$ cat src/rtl/fetch_unit.sv
// fetch_unit: BOOT/RUN/HALTED instruction fetch stage with IF/ID register; FETCH_MISALIGN_TRAP_EN enables misaligned-redirect trap.
module fetch_unit #(
  parameter logic [7:0]  RESET_PC  = 8'h00,
  parameter logic [31:0] HALT_INST = 32'h00000000
) (
  input  logic        clk,
  input  logic        reset,
  input  logic        stall,
  input  logic        redirect,
  input  logic [7:0]  redirect_target,
  output logic [7:0]  addy,
  input  logic [31:0] inst,
  output logic        if_valid,
  output logic [7:0]  if_pc,
  output logic [31:0] if_inst,
  output logic        halted,
  output logic        fault
);
  typedef enum logic [1:0] {BOOT, RUN, HALTED} state_e;
  state_e      state_q, state_d;
  logic [7:0]  pc_q, pc_d, if_pc_q, if_pc_d, tgt;
  logic [31:0] if_inst_q, if_inst_d;
  logic        if_valid_q, if_valid_d, fault_q, fault_d, run, fetch, misalign;
  assign run   = state_q == RUN;
  assign fetch = run && !redirect && !stall;
  assign tgt   = redirect_target & 8'hFC;
`ifdef FETCH_MISALIGN_TRAP_EN
  assign misalign = redirect_target[1:0] != 2'b00;
`else
  assign misalign = 1'b0;
`endif
  always_ff @(posedge clk) begin
    if (reset) state_q <= BOOT;
    else       state_q <= state_d;
  end
  always_comb begin
    state_d = state_q == BOOT ? RUN :
              (run && ((redirect && misalign) || (fetch && inst == HALT_INST))) ? HALTED : state_q;
  end
  always_comb begin
    halted   = state_q == HALTED;
    addy     = pc_q;
    if_valid = if_valid_q;
    if_pc    = if_pc_q;
    if_inst  = if_inst_q;
    fault    = fault_q;
  end
  // redirect beats stall; a trapped redirect leaves the PC where it was
  always_comb begin
    pc_d       = !run ? pc_q : redirect ? (misalign ? pc_q : tgt) : stall ? pc_q : pc_q + 8'd4;
    if_valid_d = run && !redirect && (stall ? if_valid_q : 1'b1);
    if_pc_d    = fetch ? pc_q : if_pc_q;
    if_inst_d  = fetch ? inst : if_inst_q;
    fault_d    = fault_q | (run && redirect && misalign);
  end
  always_ff @(posedge clk) begin
    if (reset) begin
      pc_q       <= RESET_PC;
      if_valid_q <= 1'b0;
      if_pc_q    <= 8'h00;
      if_inst_q  <= 32'h00000000;
      fault_q    <= 1'b0;
    end else begin
      pc_q       <= pc_d;
      if_valid_q <= if_valid_d;
      if_pc_q    <= if_pc_d;
      if_inst_q  <= if_inst_d;
      fault_q    <= fault_d;
    end
  end
endmodule

$ cat config.mk
export PLATFORM = sky130hd
export DESIGN_NAME = fetch_unit
export DESIGN_NICKNAME = d
export VERILOG_FILES = /design/src/rtl/fetch_unit.sv
export SDC_FILE = /design/constraint.sdc
export NUM_CORES = 1
export LEC_CHECK = 0
export ABC_CLOCK_PERIOD_IN_PS = 1700
export CORE_MARGIN = 5
export CORE_UTILIZATION = 40
export DETAILED_ROUTE_END_ITERATION = 8
export PLACE_DENSITY = 0.79
export SETUP_SLACK_MARGIN = 0.3
export SYNTH_ARGS = -nofsm -noshare
export SYNTH_HDL_FRONTEND = slang
export SYNTH_SLANG_ARGS = --single-unit
$ cat constraint.sdc
create_clock -name clk -period 1.7 [get_ports clk]
set_input_delay 0.255 -clock clk [delete_from_list [all_inputs] [get_ports clk]]
set_output_delay 0.255 -clock clk [all_outputs]
set_load 0.005 [all_outputs]
## Word-level counts from Yosys, hierarchy flattened

Cells that the tools add are included.

- Multiplexer cells: 5
- Add/sub/neg operators: 1
- Equal/unequal tests: 3
- Reduce and logical (&&, ||, !) cells: 12

Operators by type and width:

| operator | count |
|---|---|
| logical NOT 32 bit | 1 |
| 2-to-1 mux 8 bit | 2 |
| adder 8 x 3 -> 8 bit (second input constant) | 1 |
| logical AND 1 bit | 5 |
| 2-to-1 mux 1 bit | 3 |
| == test 2 x 1 -> 1 bit (second input constant) | 1 |
| == test 2 bit (second input constant) | 1 |
| logical NOT 1 bit | 2 |
| logical NOT 2 bit | 1 |
| != test 2 x 1 -> 1 bit (second input constant) | 1 |
| AND reduction 2 bit | 1 |
| nonzero test 2 bit | 1 |
| OR reduction 2 bit | 1 |

- Input port bits: 44
- Output and inout port bits: 51
- Register bits: 51

## Logic depth before layout (Yosys ltp)

Gate-level depths: netlist of the first run.

- Depth after elaboration: 7
- Mapped depth: 6
- Depth with buffers taken out: 5

## Least setup slack after synthesis of the first run

No wires, ideal clock.

- Kind: register to register
- Start: register state_q[1]
- End: register if_inst_q[0], in the netlist if_inst[0]
- Library setup time: 0.132 ns
- Cell stages (with the launch flop): 7
- Data required time: 1.568 ns
- Arrival: 1.183 ns
- Path buffers: 2
- Path slack: 0.385 ns
- Cells stage by stage: dfxtp_1 > nand2b_4 > or3_1 > buf_6 > buf_6 > nand2_1 > a21oi_1

- Longest elaborated chain between the ends: 3

Ends and longest elaborated chain:

| what | RTL line | text |
|---|---|---|
| start: declaration | 20 | `state_e state_q, state_d;` |
| start signal: assignment | 34 | `else state_q <= state_d;` |
| == test 2 x 1 -> 1 bit | 24 | `assign run = state_q == RUN;` |
| logical AND 1 bit (2 in series) | 25 | `assign fetch = run && !redirect && !stall;` |
| end signal: assignment | 67 | `if_inst_q <= if_inst_d;` |
| end: declaration | 22 | `logic [31:0] if_inst_q, if_inst_d;` |

No other way between the ends.
A chain may end at the register's enable or synchronous reset.

## Worst setup path after layout of the first run

- Start: register if_pc_q[2], in the netlist if_pc[2]
- End: output port if_pc[2]

RTL lines:

| what | RTL line | text |
|---|---|---|
| start: declaration | 21 | `logic [7:0] pc_q, pc_d, if_pc_q, if_pc_d, tgt;` |
| start signal: assignment | 66 | `if_pc_q <= if_pc_d;` |
| end: declaration | 14 | `output logic [7:0] if_pc,` |

No word-level cell between the ends.

==> results.py, run 1 <==
metrics = {
    "outcome": {
        "status": "finished clean",
    },
    "synth": {
        "synth_compound_area_frac": 0.173,
        "synth_top_family_by_area": "simple AND/OR/NAND/NOR gates",
        "synth_xor_area_frac": 0,
        "synthArstFlopShare": 0,
        "yosys_warnings": 0,
        "synthMuxAreaShare": 0.00515,
        "synth_cells": 241,
        "synthAdderAreaFrac": 0.00644,
        "yosys.cell_types.count": 35,
        "seq_area_frac_synth": 0.484,
        "synth_flop_cell": "dfxtp_1",
        "syn-cell-area_sq_mm": 0.00194,
        "yosys.area_share.simple": 0.249,
        "synth_seq_cells": 47,
        "avgSynthCellArea_sq_um": 8.07,
        "synth_edf_count": 0,
    },
    "timing": {
        "post-route-period-util": 0.806,
        "finalSetupViolations": 0,
        "slew_viol_final": 0,
        "worst_slack_ns": 0.330,
        "clock_skew_ns": 0.0114,
        "hold_ws_ns": 0.238,
        "hold_viol": 0,
        "layout_min_cycle_time_ns": 1.37,
        "max_freq_mhz": 730,
        "fin_tns_setup_ns": 0,
        "rsz0062_at_grt": "no",
    },
    "global_routing": {
        "grt_max_degree": 39,
        "gr-usage-all-layers": 0.181,
        "antenna_found_initial": 0,
        "grt.overflow.total": 0,
        "grt_pass1_wl_mm": 9.06,
        "grt_pass1_vias": 1869,
    },
    "setup_path": {
        "arrival_ns": 1.11,
        "crit_chain": "clkdlybuf4s50_1",
        "cpMaxStageDelayCell": "clkdlybuf4s50_1",
        "critPathTopFamily": "buffers and inverters",
        "setup.worst_path.class": "flip-flop to primary output",
        "critPathMaxStageDelay_ns": 0.49,
        "critPathRequiredTime_ns": 1.44,
        "r2r_setup_slack_ns": 0.33,
        "end_kind": "primary output",
        "cp-start-kind": "flip-flop",
        "critPathBufInv": 1,
        "cp_max_fo": 2,
    },
    "drt": {
        "drtIter0Drc": 71,
        "wl_per_cell_microns": 14.7,
        "drc": 0,
        "ant_nets": 0,
        "via_per_inst": 4.92,
        "via_count": 2003,
        "drt_pass1_iterations": 4,
        "wl_mm": 6.00,
    },
    "place": {
        "placed_cell_area_sq_mm": 0.00284,
        "placed_cells": 388,
        "preCtsSetupSlack_ns": -0.113,
        "dp_hpwl_mm": 4.05,
        "globalplace.congestion": 0.801,
        "io_buffers": 87,
    },
    "pwr": {
        "p_leak_nw": 1.56,
        "peakVddDrop_uv": 487,
        "finalPower_mw": 2.46,
        "p_int_mw": 1.92,
        "swShare": 0.220,
        "pwr-share-clk": 0.387,
        "power.switching_uw": 541,
        "seqPwrFrac": 0.471,
        "p_per_area_mw_per_mm2": 771,
        "comb_power_share": 0.142,
    },
    "cts": {
        "cts.sinks": 47,
        "cts_root_buf": "clkbuf_8",
        "clockBufferDepth": 2,
        "clk_pin_slew_ns": 0.09,
        "cts_tree": "yes",
        "cts_buffers": 5,
        "clock_latency_ns": 0.30,
        "h-tree-depth": 2,
    },
    "final_layout": {
        "finalNonFillerCells": 407,
        "fin_area_sq_mm": 0.00319,
        "drive_gt1_frac": 0.182,
        "synthToLayoutAreaGrowth_pct": 63.8,
        "layout_common_cells": "nand2_1, a21oi_1, clkdlybuf4s50_1",
        "fin_nets": 384,
        "post-route-util": 0.674,
        "layout_commonest_cell": "nand2_1",
        "diodes": 0,
    },
    "floorplanning": {
        "dieArea_sq_mm": 0.00636,
        "pin_count": 95,
        "rows": 25,
        "initial_core_util": 0.412,
        "die_h_microns": 79.7,
        "core_area_sq_mm": 0.00472,
        "die_w_microns": 79.7,
    },
    "flow_run": {
        "cap_violations": 0,
    },
    "min_path": {
        "min_path_type": "input port to flip-flop",
    },
}
==> repair_timing <==
action / in CTS / in global routing
gates resized for setup: 51 / 35
hold buffers: 0 / 0
cloned: 0 / 1
setup endpoints to repair: 53 / 61
buffers inserted: 5 / 5
pin swaps: 2 / 4
==> state kept, by name, summed over array words and instances, names as in the netlist <==
name,flops
if_inst,32
addy,6
if_valid,1
if_pc,6
state_q,2
==> area by class of cell <==
type / count / area, sq um
clock buffer: 6 / 72.6
clock inverter: 2 / 60.1
fill: 387 / 1540
inverter: 2 / 7.51
multi-input combinational: 176 / 911
sequential: 47 / 982
tap: 67 / 83.8
timing repair buffer: 107 / 1070
==> worst reg2reg max path: stages (launching register included) <==
cell and delay, ns:
dfxtp_4 0.37, nor4b_4 0.30, buf_4 0.18, nand3_2 0.06, nor3_2 0.23, o21ba_2 0.17
==> worst paths after layout <==
check	from	to	cells past startpoint
min	inst[12]	if_inst[12]	3
min reg2reg	if_pc[7]	if_pc[7]	2
max reg2reg	state_q[1]	state_q[1]	5
max	if_pc[2]	if_pc[2]	1
==> Yosys cell counts, types with 2 or more instances <==
master    instances  area share
clkbuf_1          6       0.012
buf_2             2      0.0051
nand2b_1          2      0.0064
buf_6             7       0.041
o31ai_1           2      0.0077
nor2_1            6       0.012
inv_1             2      0.0039
nor4_1            6       0.019
nor3_1            3      0.0077
buf_4             5       0.019
dfxtp_1          47        0.48
nand2_1          83        0.16
nand3_1           4       0.010
a21oi_1          42        0.11
a31oi_1           2      0.0064
o21ai_0           3      0.0077
==> routing by layer <==
metal,vias to the layer above,part of all wire,global-route usage
met5,-,0,0
met1,929,0.42,0.226
met2,62,0.52,0.306
met3,13,0.043,0.0260
met4,0,0.022,0.0859
li1,999,-,-
==> power by group through the flow <==
stage / clock (mW) / combinational [mW] / sequential, mW
2_1_floorplan: 0 / 0.130 / 1.19
3_3_place_gp: 0 / 0.324 / 1.19
3_5_place_dp: 0 / 0.328 / 1.19
4_1_cts: 0.973 / 0.334 / 1.16
5_1_grt: 1.02 / 0.379 / 1.16
6_report: 0.952 / 0.348 / 1.16
==> logic make-up after synthesis <==
family	count (synthesis)
AOI/OAI and AO/OA	59
adders and majority gates	1
buffers and inverters	22
DFF	47
muxes	1
other	1
and+or+nand+nor	110
(Power assumes the default switching activity.)
==> run 2, diff against run 1 <==
Settings changed: ABC_CLOCK_PERIOD_IN_PS 1700 to 1310.
Clock period 1.7 ns to 1.31 ns, I/O delays scaled along.
==> results.py, run 2 (same netlist as run 1, synthesis figures left out) <==
metrics = {
    "outcome": {
        "status": "finished clean",
    },
    "flow_run": {
        "cap_violations": 0,
    },
    "floorplanning": {
        "core_area_sq_mm": 0.00472,
        "pin_count": 95,
        "initial_core_util": 0.412,
        "die_w_microns": 79.7,
        "dieArea_sq_mm": 0.00636,
        "die_h_microns": 79.7,
        "rows": 25,
    },
    "setup_path": {
        "critPathBufInv": 2,
        "cpMaxStageDelayCell": "dfxtp_4",
        "rr_worst_depth": 6,
        "cp-start-kind": "flip-flop",
        "cp_max_fo": 6,
        "crit_chain": "nand2b_4 -> buf_6 -> a21oi_4 -> buf_6 -> o21a_1 -> o32ai_2",
        "r2r_start": "state_q[1]",
        "critPathTopFamily": "flip-flops",
        "arrival_ns": 1.47,
        "cp.depth": 6,
        "critPathMaxStageDelay_ns": 0.37,
        "rr_endpoint": "addy[7]",
        "setup.worst_path.class": "flip-flop to flip-flop",
        "cpMostUsedCell": "buf_6",
        "end_kind": "flip-flop",
        "r2r_setup_slack_ns": 0.03,
        "critPathRequiredTime_ns": 1.50,
    },
    "final_layout": {
        "finalNonFillerCells": 431,
        "drive_gt1_frac": 0.495,
        "n_fill_cell": 381,
        "layout_common_cells": "nand2_1, buf_2, dfxtp_2",
        "layout_commonest_cell": "nand2_1",
        "post-route-util": 0.702,
        "fin_area_sq_mm": 0.00332,
        "fin_nets": 408,
        "diodes": 0,
        "largest_reg_flops": 32,
        "synthToLayoutAreaGrowth_pct": 70.6,
    },
    "global_routing": {
        "grt.overflow.total": 0,
        "grt_pass1_wl_mm": 10.2,
        "grt_max_degree": 32,
        "grt_pass1_vias": 2089,
        "gr-usage-all-layers": 0.203,
        "antenna_found_initial": 0,
    },
    "drt": {
        "via_per_inst": 5.00,
        "drc": 0,
        "drtIter0Drc": 132,
        "drt_pass1_iterations": 4,
        "ant_nets": 0,
        "wl_per_cell_microns": 15.1,
        "wl_mm": 6.51,
        "via_count": 2157,
    },
    "min_path": {
        "min_path_type": "input port to flip-flop",
        "holdPathStages": 3,
        "hold_end": "if_inst[31]",
        "worstHoldStart": "inst[31]",
    },
    "cts": {
        "cts.sinks": 47,
        "cts_root_buf": "clkbuf_8",
        "clock_latency_ns": 0.30,
        "cts_tree": "yes",
        "h-tree-depth": 2,
        "cts_buffers": 5,
        "clk_pin_slew_ns": 0.08,
        "clockBufferDepth": 2,
    },
    "timing": {
        "fin_tns_setup_ns": 0,
        "max_freq_mhz": 782,
        "hold_ws_ns": 0.188,
        "clock_skew_ns": 0.00605,
        "slew_viol_final": 0,
        "rsz0062_at_grt": "yes",
        "finalSetupViolations": 0,
        "hold_viol": 0,
        "layout_min_cycle_time_ns": 1.28,
        "worst_slack_ns": 0.0304,
        "post-route-period-util": 0.977,
    },
    "pwr": {
        "p_leak_nw": 1.40,
        "finalPower_mw": 3.06,
        "p_per_area_mw_per_mm2": 924,
        "peakVddDrop_uv": 608,
    },
    "place": {
        "placed_cells": 401,
        "placed_cell_area_sq_mm": 0.00301,
        "dp_hpwl_mm": 4.01,
        "globalplace.congestion": 0.793,
        "preCtsSetupSlack_ns": -0.462,
        "io_buffers": 87,
    },
}
[run 2: cell count changes in the layout (fill, tap and decap cells not counted), moves of 8 or more]
| cell | change |
|---|---|
| buf_4 | +13 |
| dlymetal6s2s_1 | -17 |
| dfxtp_2 | +28 |
| nand2_1 | -8 |
| dlygate4sd2_1 | -21 |
| buf_2 | +44 |
| dfxtp_1 | -26 |
[run 2: power by group]
group          internal, mW  switching, mW
registers              1.48         0.0269
clock network         0.541          0.477
logic                 0.292          0.249
[run 2: cell type report]
| cell class | count | area, sq um | share of cell area |
|---|---|---|---|
| sequential | 47 | 1010 | 0.304 |
| timing repair buffer | 127 | 1020 | 0.307 |
| inverter | 2 | 7.51 | 0.00226 |
| multi-input combinational | 180 | 1090 | 0.327 |
| clock inverter | 1 | 5.00 | 0.00151 |
| tap | 67 | 83.8 | 0.0253 |
| clock buffer | 7 | 108 | 0.0324 |
[run 2: worst max path at each step]
| stage | start | end |
|---|---|---|
| 6_report | state_q[1] | addy[7] |
| 5_1_grt | state_q[1] | addy[7] |
| 4_1_cts | state_q[0] | state_q[1] |
| 3_5_place_dp | inst[28] | state_q[1] |
| 3_3_place_gp | inst[28] | state_q[1] |
| 2_1_floorplan | state_q[1] | if_inst[0] |
[run 2: worst register-to-register path: stages, from the launching register on]
cell and delay (ns):
dfxtp_4 0.37, nand2b_4 0.17, buf_6 0.13, a21oi_4 0.17, buf_6 0.14, o21a_1 0.13, o32ai_2 0.06
[run 2: routing by layer]
| metal | wire length, microns | global-route usage | up-vias |
|---|---|---|---|
| met2 | 3130 | 0.333 | 88 |
| met1 | 2720 | 0.253 | 1000 |
| li1 | - | - | 1054 |
| met4 | 149 | 0.0825 | 0 |
| met3 | 522 | 0.0519 | 15 |
| met5 | 0 | 0 | - |
[run 2: repair_timing]
action,4_1_cts,5_1_grt
cloned,4,0
endpoints found under the setup margin,93,48
pin swaps,27,12
hold buffers,0,0
setup buffers,16,2
resized for setup,266,21
